`src/rtl/isa_pkg.sv`:
```
// Shared ISA definitions for the instruction encoder/loader: field positions,
// per-format address widths, opcode format boundaries and the load-state enum.
package isa_pkg;

    localparam int OPC_HI = 31;
    localparam int OPC_LO = 29;
    localparam int R0_HI  = 28;
    localparam int R0_LO  = 24;
    localparam int R1_HI  = 23;
    localparam int R1_LO  = 19;
    localparam int R2_HI  = 18;
    localparam int R2_LO  = 14;

    localparam int ADDR_W_FMT_A = 16;
    localparam int ADDR_W_FMT_B = 15;
    localparam int ADDR_W_FMT_C = 14;

    // Opcodes 0..1 are format A, 2..3 format B, 4..7 format C.
    localparam logic [2:0] OPC_FMT_A_LAST = 3'd1;
    localparam logic [2:0] OPC_FMT_B_LAST = 3'd3;

    typedef enum logic [1:0] {
        FMT_A,
        FMT_B,
        FMT_C
    } inst_fmt_e;

    typedef enum logic [1:0] {
        ST_IDLE,
        ST_LOAD,
        ST_DONE
    } load_state_e;

    function automatic inst_fmt_e opc_fmt(input logic [2:0] opc);
        if (opc <= OPC_FMT_A_LAST) begin
            return FMT_A;
        end else if (opc <= OPC_FMT_B_LAST) begin
            return FMT_B;
        end
        return FMT_C;
    endfunction

endpackage

```
`src/rtl/inst_pack.sv`:
```
// Combinational packer: builds the 32-bit ISA word from its fields and flags
// an address/immediate that does not fit the format's address field.
module inst_pack
    import isa_pkg::*;
(
    input  logic [2:0]  opcode_i,
    input  logic [4:0]  reg_addr_0_i,
    input  logic [4:0]  reg_addr_1_i,
    input  logic [4:0]  reg_addr_2_i,
    input  logic [15:0] addr_i,
    output logic [31:0] inst_o,
    output logic        range_err_o
);

    // Field placement by opcode format; unused register inputs are ignored.
    always_comb begin
        inst_o                 = '0;
        range_err_o            = 1'b0;
        inst_o[OPC_HI:OPC_LO]  = opcode_i;
        inst_o[R0_HI:R0_LO]    = reg_addr_0_i;
        case (opc_fmt(opcode_i))
            FMT_A: begin
                inst_o[ADDR_W_FMT_A-1:0] = addr_i;
            end
            FMT_B: begin
                inst_o[R1_HI:R1_LO]      = reg_addr_1_i;
                inst_o[ADDR_W_FMT_B-1:0] = addr_i[ADDR_W_FMT_B-1:0];
                range_err_o              = |addr_i[15:ADDR_W_FMT_B];
            end
            default: begin
                inst_o[R1_HI:R1_LO]      = reg_addr_1_i;
                inst_o[R2_HI:R2_LO]      = reg_addr_2_i;
                inst_o[ADDR_W_FMT_C-1:0] = addr_i[ADDR_W_FMT_C-1:0];
                range_err_o              = |addr_i[15:ADDR_W_FMT_C];
            end
        endcase
    end

endmodule

```
`src/rtl/inst_encoder.sv`:
```
// Instruction encoder and program loader. Accepts instruction fields over a
// valid/ready handshake, packs them and writes the words to consecutive
// instruction-memory addresses starting at a programmed base.
// Optional feature: ENC_RANGE_CHECK_EN drops out-of-range fields and raises
// the sticky enc_err flag; without it the address is truncated silently.
//
// state   | meaning
// IDLE    | after reset, nothing accepted
// LOAD    | session open, accepting fields and writing words
// DONE    | all words of the session written; waits for next load_start
module inst_encoder
    import isa_pkg::*;
#(
    parameter int IMEM_AW = 8,
    parameter int CNT_W   = 9
) (
    input  logic               clk,
    input  logic               rst_n,
    input  logic               load_start,
    input  logic [IMEM_AW-1:0] load_base,
    input  logic [CNT_W-1:0]   load_count,
    input  logic               in_valid,
    output logic               in_ready,
    input  logic [2:0]         opcode,
    input  logic [4:0]         reg_addr_0,
    input  logic [4:0]         reg_addr_1,
    input  logic [4:0]         reg_addr_2,
    input  logic [15:0]        addr,
    output logic               imem_we,
    input  logic               imem_ready,
    output logic [IMEM_AW-1:0] imem_addr,
    output logic [31:0]        imem_wdata,
    output logic               load_busy,
    output logic               load_done,
    output logic               enc_err
);

    load_state_e        state_q, state_d;
    logic [IMEM_AW-1:0] addr_q, addr_d;
    logic [CNT_W-1:0]   acc_left_q, acc_left_d;
    logic [CNT_W-1:0]   wr_left_q, wr_left_d;
    logic               we_q, we_d;
    logic [31:0]        wdata_q, wdata_d;
    logic               err_q, err_d;

    logic [31:0]        packed_inst;
    logic               range_err;
    logic               range_bad;
    logic               xfer;
    logic               wr_done;

    inst_pack u_pack (
        .opcode_i     (opcode),
        .reg_addr_0_i (reg_addr_0),
        .reg_addr_1_i (reg_addr_1),
        .reg_addr_2_i (reg_addr_2),
        .addr_i       (addr),
        .inst_o       (packed_inst),
        .range_err_o  (range_err)
    );

`ifdef ENC_RANGE_CHECK_EN
    assign range_bad = range_err;
`else
    logic unused_range_err;
    assign unused_range_err = range_err;
    assign range_bad        = 1'b0;
`endif

    // The output register may be refilled in the same cycle it drains.
    assign in_ready = (state_q == ST_LOAD) && (acc_left_q != '0) && (!we_q || imem_ready);
    assign xfer     = in_valid && in_ready;
    assign wr_done  = we_q && imem_ready;

    assign imem_we    = we_q;
    assign imem_addr  = addr_q;
    assign imem_wdata = wdata_q;
    assign load_busy  = (state_q == ST_LOAD);
    assign load_done  = (state_q == ST_DONE);
    assign enc_err    = err_q;

    // Next-state, counters and output-register update.
    always_comb begin
        state_d    = state_q;
        addr_d     = addr_q;
        acc_left_d = acc_left_q;
        wr_left_d  = wr_left_q;
        we_d       = we_q;
        wdata_d    = wdata_q;
        err_d      = err_q;
        case (state_q)
            ST_LOAD: begin
                if (wr_done) begin
                    we_d      = 1'b0;
                    addr_d    = addr_q + IMEM_AW'(1);
                    wr_left_d = wr_left_q - CNT_W'(1);
                    if (wr_left_q == CNT_W'(1)) begin
                        state_d = ST_DONE;
                    end
                end
                if (xfer) begin
                    if (range_bad) begin
                        err_d = 1'b1;
                    end else begin
                        we_d       = 1'b1;
                        wdata_d    = packed_inst;
                        acc_left_d = acc_left_q - CNT_W'(1);
                    end
                end
            end
            default: begin
                if (load_start) begin
                    err_d = 1'b0;
                    if (load_count != '0) begin
                        state_d    = ST_LOAD;
                        addr_d     = load_base;
                        acc_left_d = load_count;
                        wr_left_d  = load_count;
                    end else begin
                        state_d = ST_DONE;
                    end
                end
            end
        endcase
    end

    // State and output registers; reset abandons any partial session.
    always_ff @(posedge clk or negedge rst_n) begin
        if (!rst_n) begin
            state_q    <= ST_IDLE;
            addr_q     <= '0;
            acc_left_q <= '0;
            wr_left_q  <= '0;
            we_q       <= 1'b0;
            wdata_q    <= '0;
            err_q      <= 1'b0;
        end else begin
            state_q    <= state_d;
            addr_q     <= addr_d;
            acc_left_q <= acc_left_d;
            wr_left_q  <= wr_left_d;
            we_q       <= we_d;
            wdata_q    <= wdata_d;
            err_q      <= err_d;
        end
    end

endmodule
```
`config.mk`:
```
export PLATFORM = sky130hd
export DESIGN_NAME = inst_encoder
export DESIGN_NICKNAME = d
export VERILOG_FILES = /design/src/rtl/isa_pkg.sv /design/src/rtl/inst_pack.sv /design/src/rtl/inst_encoder.sv
export SDC_FILE = /design/constraint.sdc
export NUM_CORES = 1
export LEC_CHECK = 0
export ABC_AREA = 1
export CAP_MARGIN = 20
export CORE_MARGIN = 10
export CORE_UTILIZATION = 35
export CTS_CLUSTER_SIZE = 14
export DETAILED_ROUTE_END_ITERATION = 12
export PLACE_DENSITY = 0.73
export REMOVE_ABC_BUFFERS = 1
export SLEW_MARGIN = 20
export SYNTH_ARGS = -nofsm -noshare
export SYNTH_HDL_FRONTEND = slang
export SYNTH_SLANG_ARGS = --single-unit
```
`constraint.sdc`:
```
create_clock -name clk -period 2.2 [get_ports clk]
set_input_delay 0.33 -clock clk [delete_from_list [all_inputs] [get_ports clk]]
set_output_delay 0.33 -clock clk [all_outputs]
set_load 0.05 [all_outputs]
```
After elaboration in Yosys (flattened, before gate mapping)

Cells that the tools add are included.

Register bits: 61
Input bits: 56
Output and inout port bits: 45
Logic and storage cells: 62

Add/sub/neg operators: 3
$lt $le $gt $ge: 2
Eq/ne operators: 7
Mux-type cells: 26
Reduce and logical (&&, ||, !) cells: 18

Operators with widths:

| kind                                                | number |
|---|---|
| two-way mux 9 bit                                   | 6 |
| two-way mux 8 bit                                   | 4 |
| nonzero test 9 bit                                  | 2 |
| subtractor 9 x 1 -> 9 bit, second input constant    | 2 |
| two-way mux 2 bit                                   | 8 |
| two-way mux 15 bit                                  | 1 |
| equality test 9 x 1 -> 1 bit, second input constant | 1 |
| AND reduction 3 bit                                 | 3 |
| adder 8 x 1 -> 8 bit, second input constant         | 1 |
| != test 2 x 1 -> 1 bit, second input constant       | 3 |
| nonzero test 2 bit                                  | 3 |
| two-way mux 5 bit                                   | 1 |
| equality test 2 x 1 -> 1 bit, second input constant | 2 |
| logical AND 1 bit                                   | 4 |
| two-way mux 1 bit                                   | 4 |
| AND reduction 2 bit                                 | 2 |
| <= comparator 3 x 1 -> 1 bit, second input constant | 1 |
| <= comparator 3 x 2 -> 1 bit, second input constant | 1 |
| two-way mux 3 bit                                   | 1 |
| equality test 2 bit, second input constant          | 1 |
| zero test 2 bit                                     | 1 |
| case mux 1 bit (2 select lines)                     | 1 |
| OR reduction 2 bit                                  | 1 |
| zero test 1 bit                                     | 1 |
| logical OR 1 bit                                    | 1 |

Depth between registers and ports, before layout

Depth in word-level cells: 7
Mapped depth: 10
Mapped depth without buffers: 10

Hierarchy

Synthesis repeated with hierarchy kept, for this count alone.

Cell total of the unflattened synthesis: 488
Area total of the unflattened synthesis: 3558.4 sq um

By module, submodules not included:

| module       | times used | cells an instance | area each (sq um) | seq. area each (sq um) |
|---|---|---|---|---|
| inst_encoder | 1          | 439               | 3260.6            | 1526.5 |
| inst_pack    | 1          | 49                | 297.8             | 0.0 |

Worst setup path before layout

No wires, ideal clock.

Path kind: register -> output
From: reg acc_left_q[0]
To: out in_ready
Data arrival time: 1369 ps
Required time: 1870 ps
Path slack: 501 ps
Stages on the path, launching flop included: 7
Buffers on the path: 0
Path through: dfrtp_1 inv_1 ha_1 nand2_2 nor2_1 nand2_1 and2_1

Word-level cells in the longest chain between the ends: 3

Ends and longest elaborated chain:

| item                            | RTL line            | text |
|---|---|---|
| from (decl)                     | inst_encoder.sv:40  | `logic [CNT_W-1:0] acc_left_q, acc_left_d;` |
| from (signal assigned)          | inst_encoder.sv:140 | `acc_left_q <= acc_left_d;` |
| nonzero test 9 bit              | inst_encoder.sv:71  | `assign in_ready = (state_q == ST_LOAD) && (acc_left_q != '0) && (!we_q \|\| imem_ready);` |
| logical AND 1 bit (2 in series) | inst_encoder.sv:71  |  |
| to (decl)                       | inst_encoder.sv:23  | `output logic in_ready,` |

Every way passes these cells.

Worst setup path in the final report

Same ends and word-level chain as after synthesis.

==> flow_summary.toml <==
[layout]
fin_cells = 673
stdcell_area_sq_um = 4710
drive_above_1_share_pct = 13.6
syn_to_final_growth_pct = 38.3
final_nets = 599
antenna-diode-count = 0

[floorplanning]
ios = 101
row_count = 35
die_h_microns = 119
die_area_sq_um = 14100
initial_core_util_pct = 36.4
die_w_microns = 119
core_sq_um = 9370

[power]
fin_total_pwr_w = 0.00777
leakage_nw = 2.29
powerDensity_nw_per_um2 = 1650
max-vdd-ir-drop_v = 0.000794

[placement]
hpwlAfterDp_microns = 6880
placed_area_sq_um = 4490
dpl.cell_count = 656
numPortBuffers = 99
place_congestion = 0.830

[grt]
grtUsageTotal_pct = 12.8
grt_max_degree = 29
grt_pass1_vias = 3186
antenna_found_initial = 0
grt_pass1_wl_microns = 15200
overflow = 0

[timing]
fin_skew_ns = 0.00727
finalMaxSlewViolations = 0
relSlewSlack_pct = 64.0
finalSetupViolations = 0
period_minus_slack_ns = 2.06
rsz0062_at_grt = "false"
hold_violations = 0
period_share_pct = 93.8
fmax_mhz = 484
tightest_slew_ns = 0.540

[clocking]
cts_tree = "yes"
clockBufferDepth = 2
post_cts_buffers = 0
cts.sinks = 61
cts.htree.levels = 3
clockRootBuffer = "clkbuf_8"
cts.reportedPaths.clkPinSlew_ns = 0.07
cts-buffers-inserted = 9
insertion_delay_ns = 0.34

[logic_synthesis]
synth-seq-cells = 61
yosys.area.top_type_share_pct = 44.8
syn-instance-count = 436
netlist_top_cells_area = "dfrtp_1, nand2_1, o21ai_2"
avgSynthCellArea_sq_um = 7.81
ys_seq_area_share_pct = 44.8
yosys_warnings = 0
synth_area_sq_um = 3410
yosysTopAreaCell = "dfrtp_1"
ys_types = 36

[routing]
drt-met1-wl_microns = 3900
finalWirelength_microns = 8930
antenna_left = 0
drt_iter0_drc = 117
drt-pass1-iter-count = 4
highest_layer = "met4"
vias = 3117
avgViaCountPerCell = 4.63
wl_met3_microns = 743
wl_per_cell_microns = 13.3
remaining_drc_errors = 0
met2_length_microns = 4200

[min_path]
hp-class = "flop to flop"

[worst_setup_path]
critPathCaptureType = "output pin"
critical_path_peak_fanout = 5
cp.arrival_ns = 1.73
critPathKind = "flop to output pin"
crit_required_ns = 1.87
crit_path_start_kind = "flop"

[outcome]
status = "complete, no violations"

[flow_run]
drv_cap = 0
[final cells by class]
cell class                 instances  area, sq um
timing repair buffer             109         1080
tap                              129          161
clock buffer                      10          138
clock inverter                     6         62.6
sequential                        61         1530
inverter                          48          180
fill                             922         4660
multi-input combinational        310         1560
[what timing repair did]
| item | 4_1_cts | 5_1_grt |
|---|---|---|
| hold endpoints to repair | 21 | 0 |
| hold buffers | 1 | 0 |
| gates resized for setup | 0 | 2 |
| setup endpoints to repair | 0 | 1 |
[metrics by stage]
stage                     hold slack, ns  worst slack [ns]  TNS [ns]  utilization (%)
after floorplan                   0.0344            -0.407    -13.77                -
after global placement             0.337             0.222         0             47.9
after detailed placement           0.348             0.195         0             47.9
after CTS                          0.484            0.0349         0             50.2
after global routing               0.509            0.0100         0             50.3
final                              0.481             0.136         0             50.3
[worst paths after layout]
| path | slack (ns) | startpoint | cells after the start | endpoint |
|---|---|---|---|---|
| setup reg to reg | 0.39 | acc_left_q[0] | 9 | acc_left_q[7] |
| hold reg to reg | 0.48 | imem_wdata[9] | 2 | imem_wdata[9] |
| setup / recovery | 0.14 | acc_left_q[0] | 7 | in_ready |
| min in group asynchronous | 0.51 | rst_n | 2 | imem_addr[6] |
| max in group asynchronous | 0.93 | rst_n | 3 | imem_wdata[18] |
| hold / removal | 0.48 | imem_wdata[9] | 2 | imem_wdata[9] |
[worst max-delay path, cell delays in order (launching register included)]
cell and delay (ns):
dfrtp_1 0.40, inv_1 0.16, ha_4 0.19, nand2_2 0.07, nor2_1 0.11, nand2_1 0.12, and2_1 0.19, buf_12 0.15
[cell usage after synthesis, drive strengths merged]
cell type,instances
a21boi,1
a21oi,4
a22oi,1
a31oi,1
and2,1
buf,17
conb,1
dfrtp,61
ha,4
inv,48
mux2i,1
nand2,171
nand3,26
nand3b,1
nand4,6
nor2,30
nor3,1
o21ai,52
o21bai,2
o31ai,1
or2,2
xnor2,3
xor2,1
[routing by layer]
| layer | vias to the layer above | global-route usage (%) |
|---|---|---|
| met4 | 0 | 3.21 |
| met2 | 106 | 20.4 |
| met1 | 1431 | 15.3 |
| li1 | 1572 | - |
| met5 | - | 0 |
| met3 | 8 | 5.85 |
[state kept, by name, indices dropped and copies added (netlist names)]
register,count
imem_wdata,32
acc_left_q,9
wr_left_q,9
imem_addr,8
state_q,2
imem_we,1
[power by group]
part / internal [W] / switching [W] / total (W)
sequential: 0.00166 / 0.000429 / 0.00209
clock: 0.000549 / 0.000465 / 0.00101
combinational: 0.00160 / 0.00306 / 0.00467
total: 0.00381 / 0.00396 / 0.00777
[kinds of logic (layout without fill, tap and decap cells)]
logic type                 count (synthesis)  after routing  synth area share (%)
other                                      1              1                 0.110
muxes                                      1              1                 0.294
buffers and inverters                     65            173                  9.73
xor gates and xnor gates                   4              4                  1.03
and+or+nand+nor                          238            238                  29.5
DFF                                       61             61                  44.8
adders and majority gates                  4              4                  1.47
AOI/OAI and AO/OA                         62             62                  13.0
[cell usage in the layout, fill, tap and decap left out, types with 4 or more instances in the layout]
cell type        netlist  final
nand4_1                6      6
nand3_2                4      4
dfrtp_1               61     61
clkdlybuf4s50_1        0     96
o21ai_1                9      9
inv_1                 45     45
o21ai_0               14     14
nand3_1               21     21
o21ai_2               29     29
buf_4                  2      9
nor2_1                27     27
clkbuf_8               0     10
nand2_1              168    168
(Power assumes the default switching activity.)
